### src/rtl/irq_request_latch.sv
// ============================================================================
// Module   : irq_request_latch
// Brief    : Latches raw interrupt lines into pending bits for the controller
//            and flags edges lost while a line was already pending.
//            Optional input synchronizer enabled by macro IRQ_SYNC_EN.
// Revision : 1.0 - initial release
// ============================================================================
`default_nettype none

module irq_request_latch #(
    parameter int N_IRQ       = 32,
    parameter int SYNC_STAGES = 2
) (
    input  logic             clock,
    input  logic             INT_RST_N,
    input  logic [N_IRQ-1:0] irq_in,
    input  logic [N_IRQ-1:0] irq_edge,
    input  logic [N_IRQ-1:0] sw_set,
    input  logic [N_IRQ-1:0] int_fin,
    input  logic [N_IRQ-1:0] lost_clr,
    output logic [N_IRQ-1:0] int_req,
    output logic [N_IRQ-1:0] irq_lost,
    output logic             irq_any
);

    logic [N_IRQ-1:0] w_s;
    logic [N_IRQ-1:0] w_rise;
    logic [N_IRQ-1:0] w_set;
    logic [N_IRQ-1:0] w_lost_set;
    logic [N_IRQ-1:0] r_prev;
    logic [N_IRQ-1:0] r_pend;
    logic [N_IRQ-1:0] r_lost;

`ifdef IRQ_SYNC_EN
    if (1) begin : g_sync
        logic [SYNC_STAGES-1:0][N_IRQ-1:0] r_sync;

        always_ff @(posedge clock or negedge INT_RST_N) begin
            if (!INT_RST_N) begin
                r_sync <= '0;
            end else begin
                r_sync <= {r_sync[SYNC_STAGES-2:0], irq_in};
            end
        end

        assign w_s = r_sync[SYNC_STAGES-1];
    end
`else
    assign w_s = irq_in;
`endif

    // Set beats a same-cycle completion, so a level line still high re-pends.
    always_comb begin
        w_rise     = w_s & ~r_prev;
        w_set      = (irq_edge & w_rise) | (~irq_edge & w_s) | sw_set;
        w_lost_set = irq_edge & w_rise & r_pend & ~int_fin;
    end

    always_ff @(posedge clock or negedge INT_RST_N) begin
        if (!INT_RST_N) begin
            r_prev <= '0;
            r_pend <= '0;
            r_lost <= '0;
        end else begin
            r_prev <= w_s;
            r_pend <= w_set | (r_pend & ~int_fin);
            r_lost <= w_lost_set | (r_lost & ~lost_clr);
        end
    end

    assign int_req  = r_pend;
    assign irq_lost = r_lost;
    assign irq_any  = |r_pend;

endmodule

`default_nettype wire

### config.mk
export PLATFORM = sky130hd
export DESIGN_NAME = irq_request_latch
export DESIGN_NICKNAME = d
export VERILOG_FILES = /design/src/rtl/irq_request_latch.sv
export SDC_FILE = /design/constraint.sdc
export NUM_CORES = 1
export LEC_CHECK = 0
export ABC_AREA = 1
export CAP_MARGIN = 0
export CORE_AREA = 10 10 95 130
export DETAILED_ROUTE_END_ITERATION = 10
export DIE_AREA = 0 0 105 140
export PLACE_DENSITY = 0.83
export SYNTH_ARGS = -nofsm -noshare
export SYNTH_HDL_FRONTEND = slang
export SYNTH_SLANG_ARGS = --single-unit
### constraint.sdc
create_clock -name clock -period 2.3 [get_ports clock]
set_input_delay 0.69 -clock clock [delete_from_list [all_inputs] [get_ports clock]]
set_output_delay 0.69 -clock clock [all_outputs]
set_load 0.01 [all_outputs]
==> out/results.ini, run 1 <==
[layout]
stdcell_count = 791
fillers = 814
fin_nets = 812
area_growth_pct = 69.5
drive_gt1_frac = 0.0687

[route]
first_pass_iters = 6
wl_mm = 13.2
drtIter0Drc = 77
routedWlPerCell_um = 16.7
via_per_inst = 4.61
remaining_drc_errors = 0
final_antenna_net_count = 0
num_vias = 3643

[clock_network]
holdBufCountCts = 0
clockRootBuffer = clkbuf_16
path_clk_slew_ns = 0.07
cts.path.max_buffers = 2
cts_tree = built
clock_latency_ns = 0.34
cts_buffers = 9
cts.sinks = 96
htreeDepth = 3

[worst_setup_path]
criticalPathCategory = register to primary output
r2r_cells = 3
r2r-end = irq_lost[23]
reg2reg_from = int_req[23]
worstPathMaxFanout = 2
critical_path_arrival_ns = 1.37
critPathLaunchType = register
regToRegSetupSlack_ns = 1.44
end_kind = primary output
required_ns = 1.61

[timing]
finalHoldViolCount = 0
relSlewSlack = 0.704
period_needed_ns = 2.06
grt_setup_unrepaired = no
tns_ns = 0
setup_viol = 0
fmax_ghz = 0.485
skew_ns = 0.0114
tightestPinTransition_ns = 0.444
finalCritPeriodShare = 0.897
slew_violations = 0

[flow_run]
cap_viol_max_count = 0

[global_route]
antenna_found_initial = 1
grt.overflow.total = 0
grt_pass1_vias = 4034
grt_max_degree = 48
grt_pass1_wl_mm = 20.5
grt_util_all_layers = 0.177

[die]
start_util = 0.400
die_h_um = 140
num_rows = 43
io_pins = 227
core_area_mm2 = 0.00990
die_area_mm2 = 0.0147
die_w_um = 105

[placed_design]
dp_hpwl_mm = 11.2
dpl.cell_count = 774
io_buffers = 226
gp_congestion = 0.861

[run_status]
status = finished, final reports clean

[pwr]
powerDensity_mw_per_mm2 = 597
p_leak_nw = 2.99
peakVddDrop_uv = 421

[yosys]
synth_nets = 573
syn-instance-count = 411
netlist_area_mm2 = 0.00396
yosysUniqueCellTypes = 11
synth.yosys.seq_area_share = 0.607
synth_area_per_cell_um2 = 9.63
ys_warn_count = 0
synth-seq-cells = 96

[min_path]
hp-class = input pin to asynchronous set/reset pin

worst max path at each step:
stage                    to        start  slack, ns
floorplan           irq_any  int_req[28]       0.79
global placement    irq_any  int_req[11]       0.18
detailed placement  irq_any  int_req[13]       0.17
CTS                 irq_any  int_req[13]       0.03
global route        irq_any  int_req[13]       0.12
finish              irq_any  int_req[13]       0.24
power breakdown:
group / leakage (nW) / total [mW] / internal, mW / switching (mW)
sequential: 1.13 / 1.83 / 1.78 / 0.0459
combinational: 1.73 / 0.729 / 0.446 / 0.283
clock: 0.137 / 1.45 / 0.820 / 0.626
stage by stage:
| step | utilization | area [um^2] | setup slack, ns | total power [mW] | hold WS (ns) |
|---|---|---|---|---|---|
| floorplan | - | 3960 | 0.790 | 2.07 | 0.394 |
| global placement | 0.648 | 6410 | 0.181 | 2.58 | 0.513 |
| detailed placement | 0.648 | 6410 | 0.174 | 2.60 | 0.517 |
| CTS | 0.678 | 6710 | 0.0292 | 4.05 | 0.295 |
| global route | 0.678 | 6710 | 0.119 | 4.18 | 0.317 |
| finish | 0.678 | 6710 | 0.237 | 4.01 | 0.282 |
cell families (layout without fill, tap and decap cells):
logic type / Yosys count / count (layout) / synth area share
DFF: 96 / 96 / 0.607
and+or+nand+nor: 155 / 155 / 0.175
buffers and inverters: 96 / 340 / 0.0910
other: 0 / 1 / 0
AOI/OAI and AO/OA: 64 / 64 / 0.127
flip-flops by register name (all words and copies together) (netlist names):
signal	count
int_req	32
irq_lost	32
r_prev	32
final cells by class:
class	count	area (um^2)	share of cell area
Antenna cell	1	2.50	0.000373
Clock buffer	12	267	0.0397
Clock inverter	4	27.5	0.00410
Inverter	96	360	0.0537
Multi-Input combinational cell	219	1200	0.179
Sequential cell	96	2400	0.358
Tap cell	135	169	0.0252
Timing Repair Buffer	228	2280	0.340
cell usage after synthesis:
cell type | n | share of area
a21oi_1 | 32 | 0.040
nor2_1 | 42 | 0.040
o22ai_2 | 23 | 0.073
or2_1 | 24 | 0.038
dfrtp_1 | 96 | 0.61
nand2_1 | 54 | 0.051
nand4_1 | 1 | 0.0016
nand3b_1 | 2 | 0.0038
o22ai_1 | 9 | 0.014
nand3_1 | 32 | 0.040
inv_1 | 96 | 0.091
worst max-delay path, stage by stage (launching register included):
cell and delay [ns]:
dfrtp_1 0.38, inv_1 0.07, nand2_1 0.05, nor2_1 0.11
nand2_1 0.10, nor2_2 0.13, nand2_1 0.06, clkbuf_2 0.13
cell usage in the layout, fill, tap and decap left out:
master,count
clkdlybuf4s50_1,224
inv_1,96
dfrtp_1,96
nand2_1,54
nor2_1,40
a21oi_1,32
nand3_1,32
or2_1,24
o22ai_2,23
o22ai_1,9
clkbuf_16,9
clkbuf_8,3
clkinvlp_4,3
nand3b_1,2
nor2_2,2
buf_4,2
diode_2,1
nand4_1,1
clkinv_2,1
clkbuf_2,1
buf_12,1
routing by layer:
metal	track usage	vias up	routed length (um)
met2	0.327	138	7190
met5	0	-	0
li1	-	1780	-
met1	0.165	1696	4490
met4	0.109	0	553
met3	0.0546	29	942
what timing repair did:
item / 4_1_cts / 5_1_grt
setup buffers: 0 / 0
setup endpoints to repair: 1 / 1
pin swaps: 0 / 1
resized for setup: 2 / 3
hold endpoints to repair: 0 / 0
No activity file was read; power rests on OpenSTA's default activity.
==> run 2: changes to the inputs <==
--- a/config.mk
+++ b/config.mk
@@ -10,6 +10,7 @@
 export CORE_AREA = 10 10 95 130
 export DETAILED_ROUTE_END_ITERATION = 10
 export DIE_AREA = 0 0 105 140
+export GPL_TIMING_DRIVEN = 0
 export PLACE_DENSITY = 0.83
 export SYNTH_ARGS = -nofsm -noshare
 export SYNTH_HDL_FRONTEND = slang
==> out/results.ini, run 2 (synthesized netlist as in run 1, its figures left out) <==
[clock_network]
clock_latency_ns = 0.33
path_clk_slew_ns = 0.06
cts_tree = built
cts_buffers = 9
cts.path.max_buffers = 2
post-cts-setup-buffer-count = 0
htreeDepth = 3
clockRootBuffer = clkbuf_16
cts.sinks = 96

[die]
die_w_um = 105
num_rows = 43
io_pins = 227
die_area_mm2 = 0.0147
die_h_um = 140
core_area_mm2 = 0.00990
start_util = 0.400

[worst_setup_path]
criticalPathCategory = register to primary output
required_ns = 1.61
slowest_delay_ns = 0.38
crit_buf_inv = 2
crit_chain = inv_1 > nand2_1 > nor2_1 > nand2_1 > nor2_2 > nand2_1 > clkdlybuf4s15_1
worstPathMaxFanout = 2
crit_top_cell = nand2_1
critPathSlowestCell = dfrtp_1
cp_top_family = simple AND/OR/NAND/NOR gates
end_kind = primary output
critical_path_arrival_ns = 1.48
critPathLaunchType = register

[route]
drtIter0Drc = 58
first_pass_iters = 4
wl_mm = 12.8
num_vias = 3580
final_antenna_net_count = 0
routedWlPerCell_um = 16.3
remaining_drc_errors = 0
via_per_inst = 4.54

[run_status]
status = finished, final reports clean

[global_route]
antenna_found_initial = 0
grt_pass1_wl_mm = 20.0
grt_pass1_vias = 3977
grt_util_all_layers = 0.173
grt.overflow.total = 0
grt_max_degree = 55

[timing]
period_needed_ns = 2.17
finalCritPeriodShare = 0.943
fin_hold_ws_ns = 0.336
relSlewSlack = 0.623
slew_violations = 0
grt_setup_unrepaired = no
tightestPinTransition_ns = 0.565
fmax_ghz = 0.461
finalHoldViolCount = 0
setup_viol = 0
skew_ns = 0.00528

[layout]
drive_gt1_frac = 0.0628
area_growth_pct = 70.3
diodes = 0
layout_common_cells = 224 x clkdlybuf4s50_1, 96 x inv_1, 96 x dfrtp_1, 54 x nand2_1, 40 x nor2_1
fin_util = 0.681
final_common_cell = clkdlybuf4s50_1
fin_nets = 811

[pwr]
p_leak_nw = 3.01
peakVddDrop_uv = 423
powerDensity_mw_per_mm2 = 617

[placed_design]
io_buffers = 226
gp_congestion = 0.798
dp_hpwl_mm = 10.9

[min_path]
hp-class = input pin to asynchronous set/reset pin

[flow_run]
cap_viol_max_count = 0

## run 2: final cells by class
| cell class | count | area, um^2 |
|---|---|---|
| fill | 788 | 3160 |
| sequential | 96 | 2400 |
| timing repair buffer | 227 | 2290 |
| multi-input combinational | 219 | 1200 |
| inverter | 96 | 360 |
| clock buffer | 12 | 256 |
| tap | 135 | 169 |
| clock inverter | 3 | 65.1 |
## run 2: what timing repair did
action	4_1_cts	5_1_grt
pin swaps	0	2
hold buffers	0	0
resized for setup	2	2
setup endpoints to repair	1	1
## run 2: per-layer routing
| layer | GRT usage | vias up | wire length (um) |
|---|---|---|---|
| met1 | 0.159 | 1643 | 4450 |
| met2 | 0.325 | 140 | 7060 |
| li1 | - | 1768 | - |
| met5 | 0 | - | 0 |
| met4 | 0.102 | 0 | 521 |
| met3 | 0.0487 | 29 | 811 |
## run 2: power breakdown
| part | leakage, nW | switching (mW) | internal [mW] |
|---|---|---|---|
| registers | 1.13 | 0.0479 | 1.78 |
| clock network | 0.159 | 0.596 | 1.00 |
| logic | 1.73 | 0.278 | 0.446 |
## run 2: worst paths after layout
path / from / end / slack (ns) / depth (start not counted)
max in group asynchronous: INT_RST_N / int_req[17] / 1.32 / 2
min in group clock: r_prev[5] / irq_lost[5] / 0.53 / 3
min reg2reg: r_prev[5] / irq_lost[5] / 0.53 / 3
min: INT_RST_N / irq_lost[10] / 0.34 / 1
max reg2reg: int_req[19] / irq_lost[19] / 1.42 / 3
max: int_req[8] / irq_any / 0.13 / 7
## run 2: metrics by stage
stage	power (mW)	setup slack [ns]	TNS, ns	std cells	area [um^2]
6_report	4.16	0.132	0	788	6740
5_1_grt	4.33	0.00300	0	788	6740
4_1_cts	4.20	0.0188	0	788	6740
3_5_place_dp	2.59	0.167	0	773	6410
3_3_place_gp	2.57	-2.94	-281.88	772	6390
2_1_floorplan	2.07	0.790	0	411	3960
## run 2: worst reg2reg max path: stages (launching register included)
cell and delay [ns]:
dfrtp_1 0.38, inv_1 0.07, or2_1 0.23, o22ai_2 0.12
